`config.mk`:
```
export PLATFORM = sky130hd
export DESIGN_NAME = mssd_port_collector_flat
export DESIGN_NICKNAME = d
export VERILOG_FILES = /design/src/rtl/mssd_pkg.sv /design/src/rtl/mssd_port_collector_if.sv /design/src/rtl/mssd_frame_stats.sv /design/src/rtl/mssd_port_collector.sv /design/src/flat_wrapper.sv
export SDC_FILE = /design/constraint.sdc
export NUM_CORES = 1
export LEC_CHECK = 0
export CAP_MARGIN = 0
export CORE_AREA = 10 10 62 89
export CTS_CLUSTER_SIZE = 25
export DETAILED_ROUTE_END_ITERATION = 7
export DIE_AREA = 0 0 72 99
export GPL_ROUTABILITY_DRIVEN = 0
export PLACE_DENSITY = 0.72
export SKIP_CTS_REPAIR_TIMING = 1
export SKIP_LAST_GASP = 1
export SLEW_MARGIN = 10
export SYNTH_ARGS = -nofsm -noshare
export SYNTH_HDL_FRONTEND = slang
export SYNTH_SLANG_ARGS = --single-unit
```
`constraint.sdc`:
```
create_clock -name clk -period 2.7 [get_ports clk]
set_input_delay 0.54 -clock clk [delete_from_list [all_inputs] [get_ports clk]]
set_output_delay 0.54 -clock clk [all_outputs]
set_load 0.005 [all_outputs]
```
`src/rtl/mssd_pkg.sv`:
```
// mssd_pkg: shared definitions for the MSSD receive-side port collector.
//   mssd_state_e  - collector FSM states (IDLE / COLLECT / FLUSH)
//   MSSD_PORTS    - number of destination ports
//   MSSD_PORT_W   - width of a port index
//   port_onehot() - port index to one-hot activity vector
package mssd_pkg;

    localparam int MSSD_PORTS  = 4;
    localparam int MSSD_PORT_W = 2;

    typedef enum logic [1:0] {
        IDLE,
        COLLECT,
        FLUSH
    } mssd_state_e;

    function automatic logic [MSSD_PORTS-1:0] port_onehot(input logic [MSSD_PORT_W-1:0] p);
        port_onehot    = '0;
        port_onehot[p] = 1'b1;
    endfunction

endpackage

```
`src/rtl/mssd_port_collector_if.sv`:
```
// mssd_port_collector_if: serial payload input and assembled-word output
// bundle of the MSSD port collector.
//   master : controller/consumer side (drives port_sel, SerOut, SerOut_Valid, done)
//   slave  : collector side (drives word_out, word_port, word_bits, word_valid,
//            frame_end, busy, p_en)
interface mssd_port_collector_if #(
    parameter int WORD_W = 8
);
    localparam int BITS_W = $clog2(WORD_W + 1);

    logic [mssd_pkg::MSSD_PORT_W-1:0] port_sel;
    logic                             SerOut;
    logic                             SerOut_Valid;
    logic                             done;

    logic [WORD_W-1:0]                word_out;
    logic [mssd_pkg::MSSD_PORT_W-1:0] word_port;
    logic [BITS_W-1:0]                word_bits;
    logic                             word_valid;
    logic                             frame_end;
    logic                             busy;
    logic [mssd_pkg::MSSD_PORTS-1:0]  p_en;

    modport master (
        output port_sel, SerOut, SerOut_Valid, done,
        input  word_out, word_port, word_bits, word_valid, frame_end, busy, p_en
    );

    modport slave (
        input  port_sel, SerOut, SerOut_Valid, done,
        output word_out, word_port, word_bits, word_valid, frame_end, busy, p_en
    );

endinterface

```
`src/rtl/mssd_frame_stats.sv`:
```
// mssd_frame_stats: bank of MSSD_PORTS saturating frame counters.
//   clk, rst   - clock, asynchronous active-low reset
//   frame_end  - one-clk frame completion pulse
//   port_q     - port the completed frame belongs to
//   frame_cnt  - per-port counters, port 0 in the LSBs
module mssd_frame_stats
    import mssd_pkg::*;
#(
    parameter int CNT_W = 8
) (
    input  logic                        clk,
    input  logic                        rst,
    input  logic                        frame_end,
    input  logic [MSSD_PORT_W-1:0]      port_q,
    output logic [MSSD_PORTS*CNT_W-1:0] frame_cnt
);

    always_ff @(posedge clk or negedge rst) begin
        if (!rst) begin
            frame_cnt <= '0;
        end else if (frame_end) begin
            for (int unsigned i = 0; i < MSSD_PORTS; i++) begin
                if (port_q == MSSD_PORT_W'(i) && frame_cnt[i*CNT_W +: CNT_W] != '1) begin
                    frame_cnt[i*CNT_W +: CNT_W] <= frame_cnt[i*CNT_W +: CNT_W] + CNT_W'(1);
                end
            end
        end
    end

endmodule

```
`src/rtl/mssd_port_collector.sv`:
```
// mssd_port_collector: collects the MSSD serial payload into WORD_W-bit words
// tagged with the port latched at frame start; trailing partial words are
// flushed with their bit count. Optional per-port frame counters are built
// when MSSD_FRAME_STATS_EN is defined.
//   clk       - system clock
//   rst       - asynchronous active-low reset
//   clk_en    - sampling strobe shared with the controller
//   bus       - mssd_port_collector_if.slave (serial in, word out, busy, p_en)
//   frame_cnt - per-port frame counters (MSSD_FRAME_STATS_EN only)
module mssd_port_collector
    import mssd_pkg::*;
#(
    parameter int WORD_W = 8,
    parameter int CNT_W  = 8
) (
    input  logic                        clk,
    input  logic                        rst,
    input  logic                        clk_en,
    mssd_port_collector_if.slave        bus
`ifdef MSSD_FRAME_STATS_EN
    ,
    output logic [MSSD_PORTS*CNT_W-1:0] frame_cnt
`endif
);

    localparam int BITS_W = $clog2(WORD_W + 1);

    mssd_state_e            state;
    logic [MSSD_PORT_W-1:0] port_q;
    logic [WORD_W-1:0]      sr;
    logic [WORD_W-1:0]      sr_next;
    logic [BITS_W-1:0]      cnt;
    logic [WORD_W-1:0]      flush_mask;

    assign sr_next = {sr[WORD_W-2:0], bus.SerOut};

    // sr keeps bits of earlier full words above the partial one; only the
    // low cnt bits belong to the flushed word.
    always_comb begin
        flush_mask = '0;
        for (int unsigned i = 0; i < WORD_W; i++) begin
            flush_mask[i] = (i < 32'(cnt));
        end
    end

    always_ff @(posedge clk or negedge rst) begin
        if (!rst) begin
            state          <= IDLE;
            port_q         <= '0;
            sr             <= '0;
            cnt            <= '0;
            bus.word_out   <= '0;
            bus.word_port  <= '0;
            bus.word_bits  <= '0;
            bus.word_valid <= 1'b0;
            bus.frame_end  <= 1'b0;
            bus.busy       <= 1'b0;
            bus.p_en       <= '0;
        end else begin
            bus.word_valid <= 1'b0;
            bus.frame_end  <= 1'b0;
            case (state)
                IDLE: begin
                    if (clk_en) begin
                        if (bus.done) begin
                            // zero-length frame
                            port_q        <= bus.port_sel;
                            bus.p_en      <= port_onehot(bus.port_sel);
                            bus.frame_end <= 1'b1;
                        end else if (bus.SerOut_Valid) begin
                            port_q   <= bus.port_sel;
                            bus.p_en <= port_onehot(bus.port_sel);
                            sr       <= WORD_W'(bus.SerOut);
                            cnt      <= BITS_W'(1);
                            bus.busy <= 1'b1;
                            state    <= COLLECT;
                        end
                    end
                end
                COLLECT: begin
                    if (clk_en) begin
                        if (bus.done) begin
                            if (cnt != '0) begin
                                state <= FLUSH;
                            end else begin
                                bus.frame_end <= 1'b1;
                                bus.busy      <= 1'b0;
                                state         <= IDLE;
                            end
                        end else if (bus.SerOut_Valid) begin
                            sr <= sr_next;
                            if (cnt == BITS_W'(WORD_W - 1)) begin
                                bus.word_out   <= sr_next;
                                bus.word_bits  <= BITS_W'(WORD_W);
                                bus.word_port  <= port_q;
                                bus.word_valid <= 1'b1;
                                cnt            <= '0;
                            end else begin
                                cnt <= cnt + BITS_W'(1);
                            end
                        end
                    end
                end
                FLUSH: begin
                    bus.word_out   <= sr & flush_mask;
                    bus.word_bits  <= cnt;
                    bus.word_port  <= port_q;
                    bus.word_valid <= 1'b1;
                    bus.frame_end  <= 1'b1;
                    bus.busy       <= 1'b0;
                    cnt            <= '0;
                    state          <= IDLE;
                end
                default: state <= IDLE;
            endcase
        end
    end

`ifdef MSSD_FRAME_STATS_EN
    mssd_frame_stats #(
        .CNT_W (CNT_W)
    ) u_stats (
        .clk       (clk),
        .rst       (rst),
        .frame_end (bus.frame_end),
        .port_q    (port_q),
        .frame_cnt (frame_cnt)
    );
`else
`endif

endmodule
```
`src/flat_wrapper.sv`:
```
// flat-port wrapper written by rule: the top's interface ports become plain ports
module mssd_port_collector_flat import mssd_pkg::*;
#(
    parameter int WORD_W = 8,
    parameter int CNT_W  = 8
)
  (clk, rst, clk_en, bus_port_sel, bus_SerOut, bus_SerOut_Valid, bus_done, bus_word_out, bus_word_port, bus_word_bits, bus_word_valid, bus_frame_end, bus_busy, bus_p_en);
  mssd_port_collector_if #(.WORD_W(WORD_W)) bus_i ();
  input  logic clk;
  input  logic rst;
  input  logic clk_en;
  input wire logic [$bits(bus_i.port_sel)-1:0] bus_port_sel;
  input wire logic [$bits(bus_i.SerOut)-1:0] bus_SerOut;
  input wire logic [$bits(bus_i.SerOut_Valid)-1:0] bus_SerOut_Valid;
  input wire logic [$bits(bus_i.done)-1:0] bus_done;
  output wire logic [$bits(bus_i.word_out)-1:0] bus_word_out;
  output wire logic [$bits(bus_i.word_port)-1:0] bus_word_port;
  output wire logic [$bits(bus_i.word_bits)-1:0] bus_word_bits;
  output wire logic [$bits(bus_i.word_valid)-1:0] bus_word_valid;
  output wire logic [$bits(bus_i.frame_end)-1:0] bus_frame_end;
  output wire logic [$bits(bus_i.busy)-1:0] bus_busy;
  output wire logic [$bits(bus_i.p_en)-1:0] bus_p_en;
  assign bus_i.port_sel = bus_port_sel;
  assign bus_i.SerOut = bus_SerOut;
  assign bus_i.SerOut_Valid = bus_SerOut_Valid;
  assign bus_i.done = bus_done;
  assign bus_word_out = bus_i.word_out;
  assign bus_word_port = bus_i.word_port;
  assign bus_word_bits = bus_i.word_bits;
  assign bus_word_valid = bus_i.word_valid;
  assign bus_frame_end = bus_i.frame_end;
  assign bus_busy = bus_i.busy;
  assign bus_p_en = bus_i.p_en;
  mssd_port_collector #(.WORD_W(WORD_W), .CNT_W(CNT_W)) u_core (.clk(clk), .rst(rst), .clk_en(clk_en), .bus(bus_i));
endmodule
```
==> impl_results.rst <==
.. list-table::
   :header-rows: 1

   * - Metric
     - Value
   * - Dpl hpwl
     - roughly 3000 um
   * - Total of warnings raised by yosys
     - 0
   * - Run status
     - finished, final reports clean
   * - R2R Path End
     - u_core.bus.word_bits[2]
   * - Slowest library cell on the worst path
     - sky130_fd_sc_hd__dfrtp_1
   * - Number of vias per cell
     - 5.64
   * - Smallest hold slack
     - 487 ps
   * - Sequential cell area in the final layout
     - ~900 um^2
   * - Min Clock Period, post-route
     - 2020 ps
   * - Worst min-delay path class
     - register to register
   * - Reg2reg start
     - u_core.state[1]
   * - Kind of start point of the critical path
     - register
   * - Most prevalent standard cell on the critical path
     - sky130_fd_sc_hd__buf_4
   * - Buffer type at the clock tree root
     - sky130_fd_sc_hd__clkbuf_8
   * - Final setup violation count
     - 0
   * - Type of element capturing the critical path
     - register
   * - Cell area after technology mapping
     - about 1900 um^2
   * - Max Root-Sink Buffers
     - 2
   * - Number of pins with negative max-slew slack in the final report
     - 0
   * - Die Footprint
     - 7130 um^2
   * - Most frequent cells in the layout
     - sky130_fd_sc_hd__dfrtp_1 (37), sky130_fd_sc_hd__clkdlybuf4s50_1 (28), sky130_fd_sc_hd__nand2_1 (17)
   * - Vias in the first global route
     - 1461
   * - Worst Tran Pin Value
     - 469 ps
   * - Final instance area
     - roughly 2300 um^2
   * - Total wire length after detailed routing
     - 4080 um
   * - Total power divided by cell area
     - 1100 nW/um^2
   * - Antenna cells
     - 0
   * - Pin count of the biggest net entering global routing
     - 38
   * - TritonCTS clock tree
     - yes
   * - Per-cell routed wire length
     - 16.0 um
   * - Worst hold path stage count
     - 2
   * - Worst Skew
     - around 8.7 ps
   * - Remaining max-slew budget at the tightest pin
     - 0.687
   * - H-Tree Level Count
     - 2
   * - Setup_tns
     - 0 ps
   * - Insertion delay of the later-clocked pin in the worst-skew pair
     - between 200 and 300 ps
   * - Synthesized netlist net count
     - 195
   * - #FFs+latches synth
     - 37
   * - Proportion of synthesized chip area in sequential cells
     - 0.491
   * - Pre-Repair DR Iteration Count
     - 4
   * - Detailed-route via count
     - 1437
   * - Fraction of layout instances using a drive strength above 1
     - 0.133
   * - Die H
     - 99 um
   * - Unrepaired setup endpoints after global routing
     - no
   * - Reg2Reg Depth
     - 8
   * - Critical hold path startpoint
     - u_core.bus.p_en[1]
   * - Worst IR Drop VDD
     - 0.000622 V
   * - Area post-placement
     - roughly 2200 um^2
   * - Clock Pin Slew Worst Setup and Hold Paths
     - 80 ps
   * - Final ANT Viol Nets
     - 0
   * - Core area
     - around 3900 um^2
   * - End point of the worst hold path
     - u_core.bus.p_en[1]
   * - Count of unresolved DRC violations after routing
     - 0
   * - Max frequency
     - 0.494 GHz
   * - Count of fill cells added during filler insertion
     - 358
   * - Tot GR Track Use
     - 0.118
   * - Final critical-path share of the clock period
     - 0.749
   * - Crit Path Class
     - register to register
   * - Reported max-cap violation count
     - 0
   * - Ordered cell list for the critical path
     - inv_1 -> ha_1 -> buf_4 -> nand2b_1 -> a22oi_4 -> buf_4 -> nand3_1 -> o21ai_0
   * - Initial antenna violation count
     - 0
   * - Area of combinational cells with multiple inputs
     - 848 um^2
   * - Initial cell density of the core
     - 0.481
   * - Mean area per synthesized cell
     - 10.5 um^2
   * - Mapped Cells
     - 179
   * - Data required, critical path
     - 2920 ps
   * - Async set or reset register ratio after synthesis
     - 1.00
   * - Worst-case register-to-register setup slack
     - between 600 and 700 ps
   * - Critical-path maximum fanout
     - 18
   * - Drt initial violations
     - 57
   * - Critical path arrival
     - 2240 ps
   * - Post-synth EDFFs
     - 0
   * - Final hold vios
     - 0
   * - X dimension of the die
     - 72 um
   * - Number of distinct library cell variants in the gate-level netlist after synthesis
     - 40
   * - Clock buffers created by TritonCTS
     - 5
   * - Most common library cell in the layout ignoring fill and taps
     - sky130_fd_sc_hd__dfrtp_1
   * - Most used flip-flop cell after synthesis
     - sky130_fd_sc_hd__dfrtp_1
   * - Total global routing overflow
     - 0
   * - Area growth, synth to finish
     - 22.0%
   * - Total I/O pin count
     - 29
   * - LEAKAGE
     - 0.983 nW
   * - Number of input and output port buffers inserted
     - 28
   * - Row count
     - 28
   * - Number of nets in the finished design
     - between 200 and 250
   * - Maximum cell stage delay along the critical path
     - around 380 ps
   * - Sink count of the clock tree
     - 37
   * - First-pass GRT wire length
     - roughly 7000 um
synth_stat cells (2+ instances only):
library cell	instances	area (um^2)
sky130_fd_sc_hd__nor3_1	2	10.0
sky130_fd_sc_hd__mux2i_1	2	20.0
sky130_fd_sc_hd__nand3b_1	2	15.0
sky130_fd_sc_hd__buf_6	2	22.5
sky130_fd_sc_hd__a21oi_1	7	35.0
sky130_fd_sc_hd__o21a_1	4	30.0
sky130_fd_sc_hd__clkbuf_1	2	7.51
sky130_fd_sc_hd__nand2_1	17	63.8
sky130_fd_sc_hd__dfrtp_1	37	926
sky130_fd_sc_hd__nor2_2	3	18.8
sky130_fd_sc_hd__inv_1	12	45.0
sky130_fd_sc_hd__o221ai_1	3	26.3
sky130_fd_sc_hd__nand2b_1	6	37.5
sky130_fd_sc_hd__a31oi_1	5	31.3
sky130_fd_sc_hd__buf_2	3	15.0
sky130_fd_sc_hd__ha_1	8	100
sky130_fd_sc_hd__o21ai_0	15	75.1
sky130_fd_sc_hd__a31oi_2	2	25.0
sky130_fd_sc_hd__nand3_1	12	60.1
sky130_fd_sc_hd__nor2_1	9	33.8
sky130_fd_sc_hd__mux2_2	5	56.3
sky130_fd_sc_hd__nor2b_1	2	12.5
sky130_fd_sc_hd__o311ai_0	2	17.5
registers in the layout, indices dropped and copies added (netlist names):
name / flops
u_core.bus.busy: 1
u_core.bus.frame_end: 1
u_core.bus.p_en: 4
u_core.bus.word_bits: 4
u_core.bus.word_out: 8
u_core.bus.word_port: 2
u_core.bus.word_valid: 1
u_core.cnt: 4
u_core.port_q: 2
u_core.sr: 8
u_core.state: 2
cell type report:
type | count | area share
Clock inverter | 1 | 0.0130
Multi-Input combinational cell | 121 | 0.368
Clock buffer | 7 | 0.0375
Timing Repair Buffer | 32 | 0.135
Sequential cell | 37 | 0.402
Tap cell | 45 | 0.0245
Inverter | 12 | 0.0196
routing by layer:
layer / routed length (um) / track usage
met5: 0 / 0
met4: 75 / 0.0463
met3: 375 / 0.0532
met2: 2060 / 0.200
met1: 1570 / 0.124
cell families after synthesis:
kind of cell               after synthesis  synth area share
muxes                                    7            0.0404
AOI/OAI and AO/OA                       49             0.196
buffers and inverters                   21            0.0597
DFF                                     37             0.491
adders and majority gates                8            0.0531
and+or+nand+nor                         57             0.160
power by group:
| part | leakage (nW) | total, mW | switching [mW] | internal, mW |
|---|---|---|---|---|
| sequential | 0.465 | 0.969 | 0.184 | 0.785 |
| combinational | 0.460 | 1.06 | 0.512 | 0.552 |
| clock | 0.0585 | 0.495 | 0.194 | 0.301 |
worst max-delay path by stage:
stage,from,slack (ps),cells past startpoint,endpoint
2_1_floorplan,u_core.state[1],960,6,u_core.bus.word_port[0]
3_3_place_gp,clk_en,520,6,u_core.bus.word_bits[3]
3_5_place_dp,clk_en,430,6,u_core.bus.word_bits[1]
4_1_cts,u_core.state[1],670,8,u_core.bus.word_bits[2]
5_1_grt,u_core.state[1],490,8,u_core.bus.word_out[7]
6_report,u_core.state[1],680,8,u_core.bus.word_bits[2]
worst max-delay path: cells and delay by family (launching register included):
kind,cells,cell delay [ps]
DFF,1,380
buffers and inverters,3,630
adders and majority gates,1,230
AOI/OAI and AO/OA,2,400
and+or+nand+nor,2,310
stage by stage:
step / setup slack [ps] / instances / utilization / power, mW
floorplan: 960 / 179 / - / 1.58
global placement: 523 / 247 / 0.557 / 2.01
detailed placement: 434 / 247 / 0.557 / 2.05
CTS: 674 / 255 / 0.587 / 2.56
global route: 488 / 255 / 0.587 / 2.72
finish: 677 / 255 / 0.587 / 2.53
Power figures use the tool's default switching activity.
